$ cat src/rtl/msdap_pkg.sv
// Shared constants, state encoding and payload types for the MSDAP front-end sequencer.
package msdap_pkg;

    localparam int unsigned RJ_DEPTH    = 16;
    localparam int unsigned COEFF_DEPTH = 512;
    localparam int unsigned DATA_DEPTH  = 256;
    localparam int unsigned ZERO_LIMIT  = 800;

    localparam int unsigned WORD_W   = 16;
    localparam int unsigned RJ_AW    = $clog2(RJ_DEPTH);
    localparam int unsigned COEFF_AW = $clog2(COEFF_DEPTH);
    localparam int unsigned DATA_AW  = $clog2(DATA_DEPTH);
    localparam int unsigned STATE_W  = 4;
    localparam int unsigned CNT_W    = COEFF_AW;
    localparam int unsigned ZERO_W   = $clog2(ZERO_LIMIT + 1);

    typedef enum logic [STATE_W-1:0] {
        ST_INIT       = 4'd0,
        ST_WAIT_RJ    = 4'd1,
        ST_READ_RJ    = 4'd2,
        ST_WAIT_COEFF = 4'd3,
        ST_READ_COEFF = 4'd4,
        ST_WAIT_INPUT = 4'd5,
        ST_WORKING    = 4'd6,
        ST_SLEEP      = 4'd7,
        ST_CLEARING   = 4'd8
    } state_e;

    typedef struct packed {
        logic [WORD_W-1:0] left;
        logic [WORD_W-1:0] right;
    } stereo_t;

endpackage

$ cat src/rtl/msdap_ctrl_if.sv
// Deserializer / datapath facing signal bundle of the MSDAP sequencer.
interface msdap_ctrl_if;
    import msdap_pkg::*;

    logic                in_flag;
    logic [WORD_W-1:0]   dataL;
    logic [WORD_W-1:0]   dataR;
    logic                Flush;
    logic                compute_busy;

    logic                InReady;
    logic                rj_we;
    logic [RJ_AW-1:0]    rj_addr;
    logic                coeff_we;
    logic [COEFF_AW-1:0] coeff_addr;
    logic                data_we;
    logic [DATA_AW-1:0]  data_addr;
    logic                data_zero;
    logic                start_compute;
    logic [DATA_AW-1:0]  newest_ptr;
    logic                Sleep_flag;
    logic [STATE_W-1:0]  state;
    logic                err_overrun;

    modport master (
        output in_flag, dataL, dataR, Flush, compute_busy,
        input  InReady, rj_we, rj_addr, coeff_we, coeff_addr, data_we, data_addr,
               data_zero, start_compute, newest_ptr, Sleep_flag, state, err_overrun
    );

    modport slave (
        input  in_flag, dataL, dataR, Flush, compute_busy,
        output InReady, rj_we, rj_addr, coeff_we, coeff_addr, data_we, data_addr,
               data_zero, start_compute, newest_ptr, Sleep_flag, state, err_overrun
    );

endinterface

$ cat src/rtl/msdap_zero_detect.sv
// Saturating count of consecutive all-zero stereo samples; flags the sample that reaches the limit.
module msdap_zero_detect
    import msdap_pkg::*;
(
    input  logic    clk,
    input  logic    rst,
    input  logic    valid,
    input  stereo_t sample,
    input  logic    restart,
    output logic    limit_reached_c
);

    logic [ZERO_W-1:0] zero_cnt;
    logic              is_zero_c;

    assign is_zero_c       = (sample.left == '0) && (sample.right == '0);
    assign limit_reached_c = valid && is_zero_c && (zero_cnt == ZERO_W'(ZERO_LIMIT - 1));

    always_ff @(posedge clk) begin
        if (rst || restart) begin
            zero_cnt <= '0;
        end else if (valid) begin
            if (!is_zero_c) begin
                zero_cnt <= '0;
            end else if (zero_cnt != ZERO_W'(ZERO_LIMIT)) begin
                zero_cnt <= zero_cnt + ZERO_W'(1);
            end
        end
    end

endmodule

$ cat src/rtl/msdap_ctrl.sv
// MSDAP main sequencer: loads Rj and coefficient memories, streams samples into the
// circular data memory, kicks the filter engine, and manages sleep and flush.
module msdap_ctrl
    import msdap_pkg::*;
(
    input  logic         Sclk,
    input  logic         Clear,
    msdap_ctrl_if.slave  bus
);

    state_e               state_q, state_n;
    logic [CNT_W-1:0]     cnt_q, cnt_n;
    logic [DATA_AW-1:0]   ptr_q, ptr_n;
    logic                 clr_done_q, clr_done_n;
    logic                 start_pend_q;

    logic                 rj_we_d, coeff_we_d, data_we_d, data_zero_d, start_d, ready_d;
    logic [CNT_W-1:0]     addr_d;
    logic                 sample_c, restart_c, limit_c, word_zero_c;
    stereo_t              word_c;

    assign word_c      = '{left: bus.dataL, right: bus.dataR};
    assign word_zero_c = (bus.dataL == '0) && (bus.dataR == '0);

    msdap_zero_detect u_zero_detect (
        .clk             (Sclk),
        .rst             (Clear),
        .valid           (sample_c),
        .sample          (word_c),
        .restart         (restart_c),
        .limit_reached_c (limit_c)
    );

    // Next-state and next-output decode
    always_comb begin
        state_n     = state_q;
        cnt_n       = cnt_q;
        ptr_n       = ptr_q;
        clr_done_n  = clr_done_q;
        rj_we_d     = 1'b0;
        coeff_we_d  = 1'b0;
        data_we_d   = 1'b0;
        data_zero_d = 1'b0;
        start_d     = 1'b0;
        addr_d      = cnt_q;
        sample_c    = 1'b0;
        restart_c   = 1'b0;

        unique case (state_q)
            ST_INIT: begin
                data_we_d   = 1'b1;
                data_zero_d = 1'b1;
                if (cnt_q == CNT_W'(DATA_DEPTH - 1)) begin
                    cnt_n   = '0;
                    state_n = ST_WAIT_RJ;
                end else begin
                    cnt_n = cnt_q + CNT_W'(1);
                end
            end
            ST_WAIT_RJ, ST_READ_RJ: begin
                if (bus.in_flag) begin
                    rj_we_d = 1'b1;
                    if (cnt_q == CNT_W'(RJ_DEPTH - 1)) begin
                        cnt_n   = '0;
                        state_n = ST_WAIT_COEFF;
                    end else begin
                        cnt_n   = cnt_q + CNT_W'(1);
                        state_n = ST_READ_RJ;
                    end
                end
            end
            ST_WAIT_COEFF, ST_READ_COEFF: begin
                if (bus.in_flag) begin
                    coeff_we_d = 1'b1;
                    if (cnt_q == CNT_W'(COEFF_DEPTH - 1)) begin
                        cnt_n   = '0;
                        state_n = ST_WAIT_INPUT;
                    end else begin
                        cnt_n   = cnt_q + CNT_W'(1);
                        state_n = ST_READ_COEFF;
                    end
                end
            end
            ST_WAIT_INPUT, ST_WORKING, ST_SLEEP: begin
                // Flush beats a same-cycle word, which is dropped
                if (bus.Flush) begin
                    state_n    = ST_CLEARING;
                    cnt_n      = '0;
                    clr_done_n = 1'b0;
                end else if (bus.in_flag) begin
                    sample_c = 1'b1;
                    if (!(state_q == ST_SLEEP && word_zero_c)) begin
                        data_we_d = 1'b1;
                        addr_d    = CNT_W'(ptr_q);
                        ptr_n     = ptr_q + DATA_AW'(1);
                        start_d   = 1'b1;
                        state_n   = (state_q == ST_WORKING && limit_c) ? ST_SLEEP : ST_WORKING;
                    end
                end
            end
            ST_CLEARING: begin
                if (!clr_done_q) begin
                    data_we_d   = 1'b1;
                    data_zero_d = 1'b1;
                    if (cnt_q == CNT_W'(DATA_DEPTH - 1)) begin
                        cnt_n      = '0;
                        ptr_n      = '0;
                        restart_c  = 1'b1;
                        clr_done_n = 1'b1;
                    end else begin
                        cnt_n = cnt_q + CNT_W'(1);
                    end
                end else if (!bus.Flush) begin
                    state_n = ST_WAIT_INPUT;
                end
            end
            default: begin
                state_n = ST_INIT;
                cnt_n   = '0;
            end
        endcase

        ready_d = (state_n != ST_INIT) && (state_n != ST_CLEARING);
    end

    // State, counters and pointer
    always_ff @(posedge Sclk) begin
        if (Clear) begin
            state_q      <= ST_INIT;
            cnt_q        <= '0;
            ptr_q        <= '0;
            clr_done_q   <= 1'b0;
            start_pend_q <= 1'b0;
        end else begin
            state_q      <= state_n;
            cnt_q        <= cnt_n;
            ptr_q        <= ptr_n;
            clr_done_q   <= clr_done_n;
            start_pend_q <= start_d;
        end
    end

    // Registered outputs; start_compute trails its data write by one cycle
    always_ff @(posedge Sclk) begin
        if (Clear) begin
            bus.InReady       <= 1'b0;
            bus.rj_we         <= 1'b0;
            bus.rj_addr       <= '0;
            bus.coeff_we      <= 1'b0;
            bus.coeff_addr    <= '0;
            bus.data_we       <= 1'b0;
            bus.data_addr     <= '0;
            bus.data_zero     <= 1'b0;
            bus.start_compute <= 1'b0;
            bus.newest_ptr    <= '0;
            bus.Sleep_flag    <= 1'b0;
            bus.state         <= ST_INIT;
            bus.err_overrun   <= 1'b0;
        end else begin
            bus.InReady    <= ready_d;
            bus.rj_we      <= rj_we_d;
            bus.coeff_we   <= coeff_we_d;
            bus.data_we    <= data_we_d;
            bus.data_zero  <= data_zero_d;
            bus.Sleep_flag <= (state_n == ST_SLEEP);
            bus.state      <= state_n;
            if (rj_we_d)    bus.rj_addr    <= RJ_AW'(addr_d);
            if (coeff_we_d) bus.coeff_addr <= COEFF_AW'(addr_d);
            if (data_we_d)  bus.data_addr  <= DATA_AW'(addr_d);
            bus.start_compute <= start_pend_q;
            if (start_pend_q) bus.newest_ptr <= bus.data_addr;
            bus.err_overrun <= bus.err_overrun | (bus.start_compute & bus.compute_busy);
        end
    end

endmodule

$ cat src/flat_wrapper.sv
// flat-port wrapper written by rule: the top's interface ports become plain ports
module msdap_ctrl_flat import msdap_pkg::*;
  (Sclk, Clear, bus_in_flag, bus_dataL, bus_dataR, bus_Flush, bus_compute_busy, bus_InReady, bus_rj_we, bus_rj_addr, bus_coeff_we, bus_coeff_addr, bus_data_we, bus_data_addr, bus_data_zero, bus_start_compute, bus_newest_ptr, bus_Sleep_flag, bus_state, bus_err_overrun);
  msdap_ctrl_if bus_i ();
  input  logic Sclk;
  input  logic Clear;
  input wire logic [$bits(bus_i.in_flag)-1:0] bus_in_flag;
  input wire logic [$bits(bus_i.dataL)-1:0] bus_dataL;
  input wire logic [$bits(bus_i.dataR)-1:0] bus_dataR;
  input wire logic [$bits(bus_i.Flush)-1:0] bus_Flush;
  input wire logic [$bits(bus_i.compute_busy)-1:0] bus_compute_busy;
  output wire logic [$bits(bus_i.InReady)-1:0] bus_InReady;
  output wire logic [$bits(bus_i.rj_we)-1:0] bus_rj_we;
  output wire logic [$bits(bus_i.rj_addr)-1:0] bus_rj_addr;
  output wire logic [$bits(bus_i.coeff_we)-1:0] bus_coeff_we;
  output wire logic [$bits(bus_i.coeff_addr)-1:0] bus_coeff_addr;
  output wire logic [$bits(bus_i.data_we)-1:0] bus_data_we;
  output wire logic [$bits(bus_i.data_addr)-1:0] bus_data_addr;
  output wire logic [$bits(bus_i.data_zero)-1:0] bus_data_zero;
  output wire logic [$bits(bus_i.start_compute)-1:0] bus_start_compute;
  output wire logic [$bits(bus_i.newest_ptr)-1:0] bus_newest_ptr;
  output wire logic [$bits(bus_i.Sleep_flag)-1:0] bus_Sleep_flag;
  output wire logic [$bits(bus_i.state)-1:0] bus_state;
  output wire logic [$bits(bus_i.err_overrun)-1:0] bus_err_overrun;
  assign bus_i.in_flag = bus_in_flag;
  assign bus_i.dataL = bus_dataL;
  assign bus_i.dataR = bus_dataR;
  assign bus_i.Flush = bus_Flush;
  assign bus_i.compute_busy = bus_compute_busy;
  assign bus_InReady = bus_i.InReady;
  assign bus_rj_we = bus_i.rj_we;
  assign bus_rj_addr = bus_i.rj_addr;
  assign bus_coeff_we = bus_i.coeff_we;
  assign bus_coeff_addr = bus_i.coeff_addr;
  assign bus_data_we = bus_i.data_we;
  assign bus_data_addr = bus_i.data_addr;
  assign bus_data_zero = bus_i.data_zero;
  assign bus_start_compute = bus_i.start_compute;
  assign bus_newest_ptr = bus_i.newest_ptr;
  assign bus_Sleep_flag = bus_i.Sleep_flag;
  assign bus_state = bus_i.state;
  assign bus_err_overrun = bus_i.err_overrun;
  msdap_ctrl u_core (.Sclk(Sclk), .Clear(Clear), .bus(bus_i));
endmodule
$ cat config.mk
export PLATFORM = sky130hd
export DESIGN_NAME = msdap_ctrl_flat
export DESIGN_NICKNAME = d
export VERILOG_FILES = /design/src/rtl/msdap_pkg.sv /design/src/rtl/msdap_ctrl_if.sv /design/src/rtl/msdap_zero_detect.sv /design/src/rtl/msdap_ctrl.sv /design/src/flat_wrapper.sv
export SDC_FILE = /design/constraint.sdc
export NUM_CORES = 1
export LEC_CHECK = 0
export CAP_MARGIN = 20
export CORE_MARGIN = 2
export CORE_UTILIZATION = 53
export CTS_CLUSTER_DIAMETER = 200
export DETAILED_ROUTE_END_ITERATION = 10
export HOLD_SLACK_MARGIN = 0.08
export PLACE_DENSITY = 0.85
export SLEW_MARGIN = 20
export SYNTH_ARGS = -nofsm -noshare
export SYNTH_HDL_FRONTEND = slang
export SYNTH_SLANG_ARGS = --single-unit
$ cat constraint.sdc
create_clock -name Sclk -period 4.95 [get_ports Sclk]
set_input_delay 0.99 -clock Sclk [delete_from_list [all_inputs] [get_ports Sclk]]
set_output_delay 0.99 -clock Sclk [all_outputs]
set_load 0.05 [all_outputs]
==> results.yml <==
global_routing:
  grtUsageMet2: 0.402
  use_met3: 0.0370
  track_usage: 0.243
  grt_overflow_total: 0
  grt_pass1_vias: 2803
  grtUsageMet1: 0.312
  top_usage_layer: "met2"
  antenna_found_initial: 0
  grt_pass1_wl_mm: 12.8
  grt_max_degree: 31
timing:
  finalCritPeriodShare: 0.598
  setup_viol: 0
  clock-skew-final_ns: 0.00666
  min_period_ns: 2.96
  max_slew_margin: 0.324
  tns_ns: 0
  whs_ns: 0.475
  report.final.slew_viol_count: 0
  rsz0062_at_grt: "false"
  hold_violations: 0
  fmax_mhz: 338
  worstMarginPinSlew_ns: 1.01
floorplanning:
  pin_count: 78
  die_h_um: 82.4
  start_util: 0.551
  core_area_mm2: 0.00592
  die_x_um: 82.4
  rows: 28
  die_area_mm2: 0.00680
synth:
  synth_enable_flop_cells: 0
  synth_area_per_cell_um2: 8.81
  syn_inst: 370
  ys_async_sr_fraction: 0
  yosys_warnings: 0
  synth_nets: 414
  ys_seq_area_frac: 0.430
  synth-seq-cells: 70
  yosys_most_used_dff: "dfxtp_1"
  netlist_area_mm2: 0.00326
  synth_cell_types: 48
critical_path:
  cp_max_fo: 9
  critPathCaptureType: "flip-flop"
  crit_type: "input port to flip-flop"
  path_cells: "clkdlybuf4s50_1 > nor4_1 > nand4_1 > nor3_1 > nor3_1 > a211oi_1"
  slowest_stage: "nor3_1"
  crit_path_start_kind: "input port"
  max_stage_delay_ns: 0.87
  cp_common_cell: "nor3_1"
  worst_ep_required_time_ns: 5.21
  worstPathArrival_ns: 3.22
clocking:
  cts_made_buffers: 9
  post_cts_buffers: 0
  clock-sinks: 70
  cts_max_path_buffers: 2
  ctsResizeCount: 0
  tritoncts: "built"
  path_clk_slew_ns: 0.07
  clock-root-buffer: "clkbuf_8"
  htreeDepth: 3
  clkLatencyLatePin_ns: 0.34
  cts.hold.buffers_added: 0
drt:
  drc: 0
  num_vias: 3028
  routed_wl_mm: 7.87
  first_pass_iters: 4
  routedWlPerCell_um: 15.1
  viasPerCell: 5.82
  first_iter_violations: 210
  ant_nets: 0
finish:
  drive_gt1_frac: 0.0517
  antenna_cells: 0
  multi_input_area_mm2: 0.00176
  seqCellArea_mm2: 0.00140
  stdcell_area_mm2: 0.00424
  n_fill_cell: 459
  nets: 486
  area_delta_synth_final_pct: 30.1
run:
  drv_cap: 0
placed_design:
  place_area_mm2: 0.00406
  hpwl_mm: 5.52
  place_congestion: 0.872
  port_buffers: 77
power_and_ir_drop:
  cellLeakagePower_nw: 1.50
  ir_worst_vdd_uv: 158
  p_per_area_mw_per_mm2: 253
hold_path:
  hold_path_class: "flip-flop to flip-flop"
outcome:
  status: "finished, final reports clean"
[synthesized netlist by cell type (5+ instances only)]
master     n  area (µm²)
dfxtp_1   70        1400
nor2_1    54         203
mux2i_1   28         280
nand2_1   20        75.1
a21oi_1   19        95.1
nand3_1   14        70.1
nor3_1    12        60.1
clkbuf_1  11        41.3
nor4_1    11        68.8
a211oi_1  10        75.1
inv_1      9        33.8
nand4_1    9        56.3
or3_1      8        50.1
xor2_1     8        70.1
ha_1       7        87.6
xnor2_1    7        61.3
o21ai_0    6        30.0
nand2b_1   5        31.3
nor2b_1    5        31.3
[through the flow]
stage | total power, mW | std cells | setup WS [ns] | util
after floorplan | 0.610 | 370 | 2.57 | -
final | 1.07 | 520 | 1.99 | 0.716
after global placement | 0.649 | 506 | 1.51 | 0.686
after detailed placement | 0.651 | 506 | 1.38 | 0.686
after global routing | 1.11 | 520 | 1.74 | 0.716
after CTS | 1.08 | 520 | 1.74 | 0.716
[metal layers]
layer,share of wire,up-vias
li1,-,1483
met1,0.46,1424
met2,0.48,108
met3,0.046,13
met4,0.017,0
met5,0,-
[layout make-up]
cell class / count / area share
Multi-Input combinational cell: 274 / 0.415
Sequential cell: 70 / 0.330
Timing Repair Buffer: 78 / 0.182
Clock buffer: 10 / 0.0301
Tap cell: 75 / 0.0221
Clock inverter: 4 / 0.0118
Inverter: 9 / 0.00796
[cells by family (layout without fill, tap and decap cells)]
kind of cell	Yosys count	count (layout)	synth area share
simple gates	163	163	0.258
buf+inv	26	101	0.0315
flops	70	70	0.430
mux	28	28	0.0860
compound gates	60	60	0.124
fa+ha+maj	8	8	0.0299
xor+xnor	15	15	0.0403
[registers in the layout, indices dropped and copies added (netlist names), 4 cells and up]
register                       cells
u_core.bus.newest_ptr              8
u_core.ptr_q                       8
u_core.bus.rj_addr                 4
u_core.u_zero_detect.zero_cnt     10
u_core.bus.data_addr               8
u_core.cnt_q                       9
u_core.bus.coeff_addr              9
u_core.state_q                     4
[power by group]
part           internal, mW  switching, mW  total [mW]  leakage, nW
Combinational        0.0354         0.0287      0.0641        0.855
Clock                 0.226          0.208       0.434       0.0842
Sequential            0.567        0.00610       0.573        0.565
Total                 0.829          0.242        1.07         1.50
[worst paths after layout]
kind | slack (ns) | endpoint | start | cells past startpoint
min reg2reg | 0.47 | u_core.bus.err_overrun | u_core.bus.err_overrun | 2
max | 1.99 | u_core.bus.data_addr[3] | bus_dataR[9] | 6
min | 0.47 | u_core.bus.err_overrun | u_core.bus.err_overrun | 2
max reg2reg | 2.27 | u_core.ptr_q[6] | u_core.cnt_q[3] | 9
[cell usage in the layout (no fill, tap or decap), types with 10 or more instances in the layout]
master	count
a21oi_1	19
nor4_1	11
nor3_1	12
nor2_1	54
dfxtp_1	70
nand3_1	14
nand2_1	20
a211oi_1	10
clkdlybuf4s50_1	76
mux2i_1	28
[worst max-delay path, delay by kind of cell]
family / cells / cell delay [ns]
compound gates: 1 / 0.24
buf+inv: 1 / 0.40
simple gates: 4 / 1.58
No activity file was read; power rests on OpenSTA's default activity.
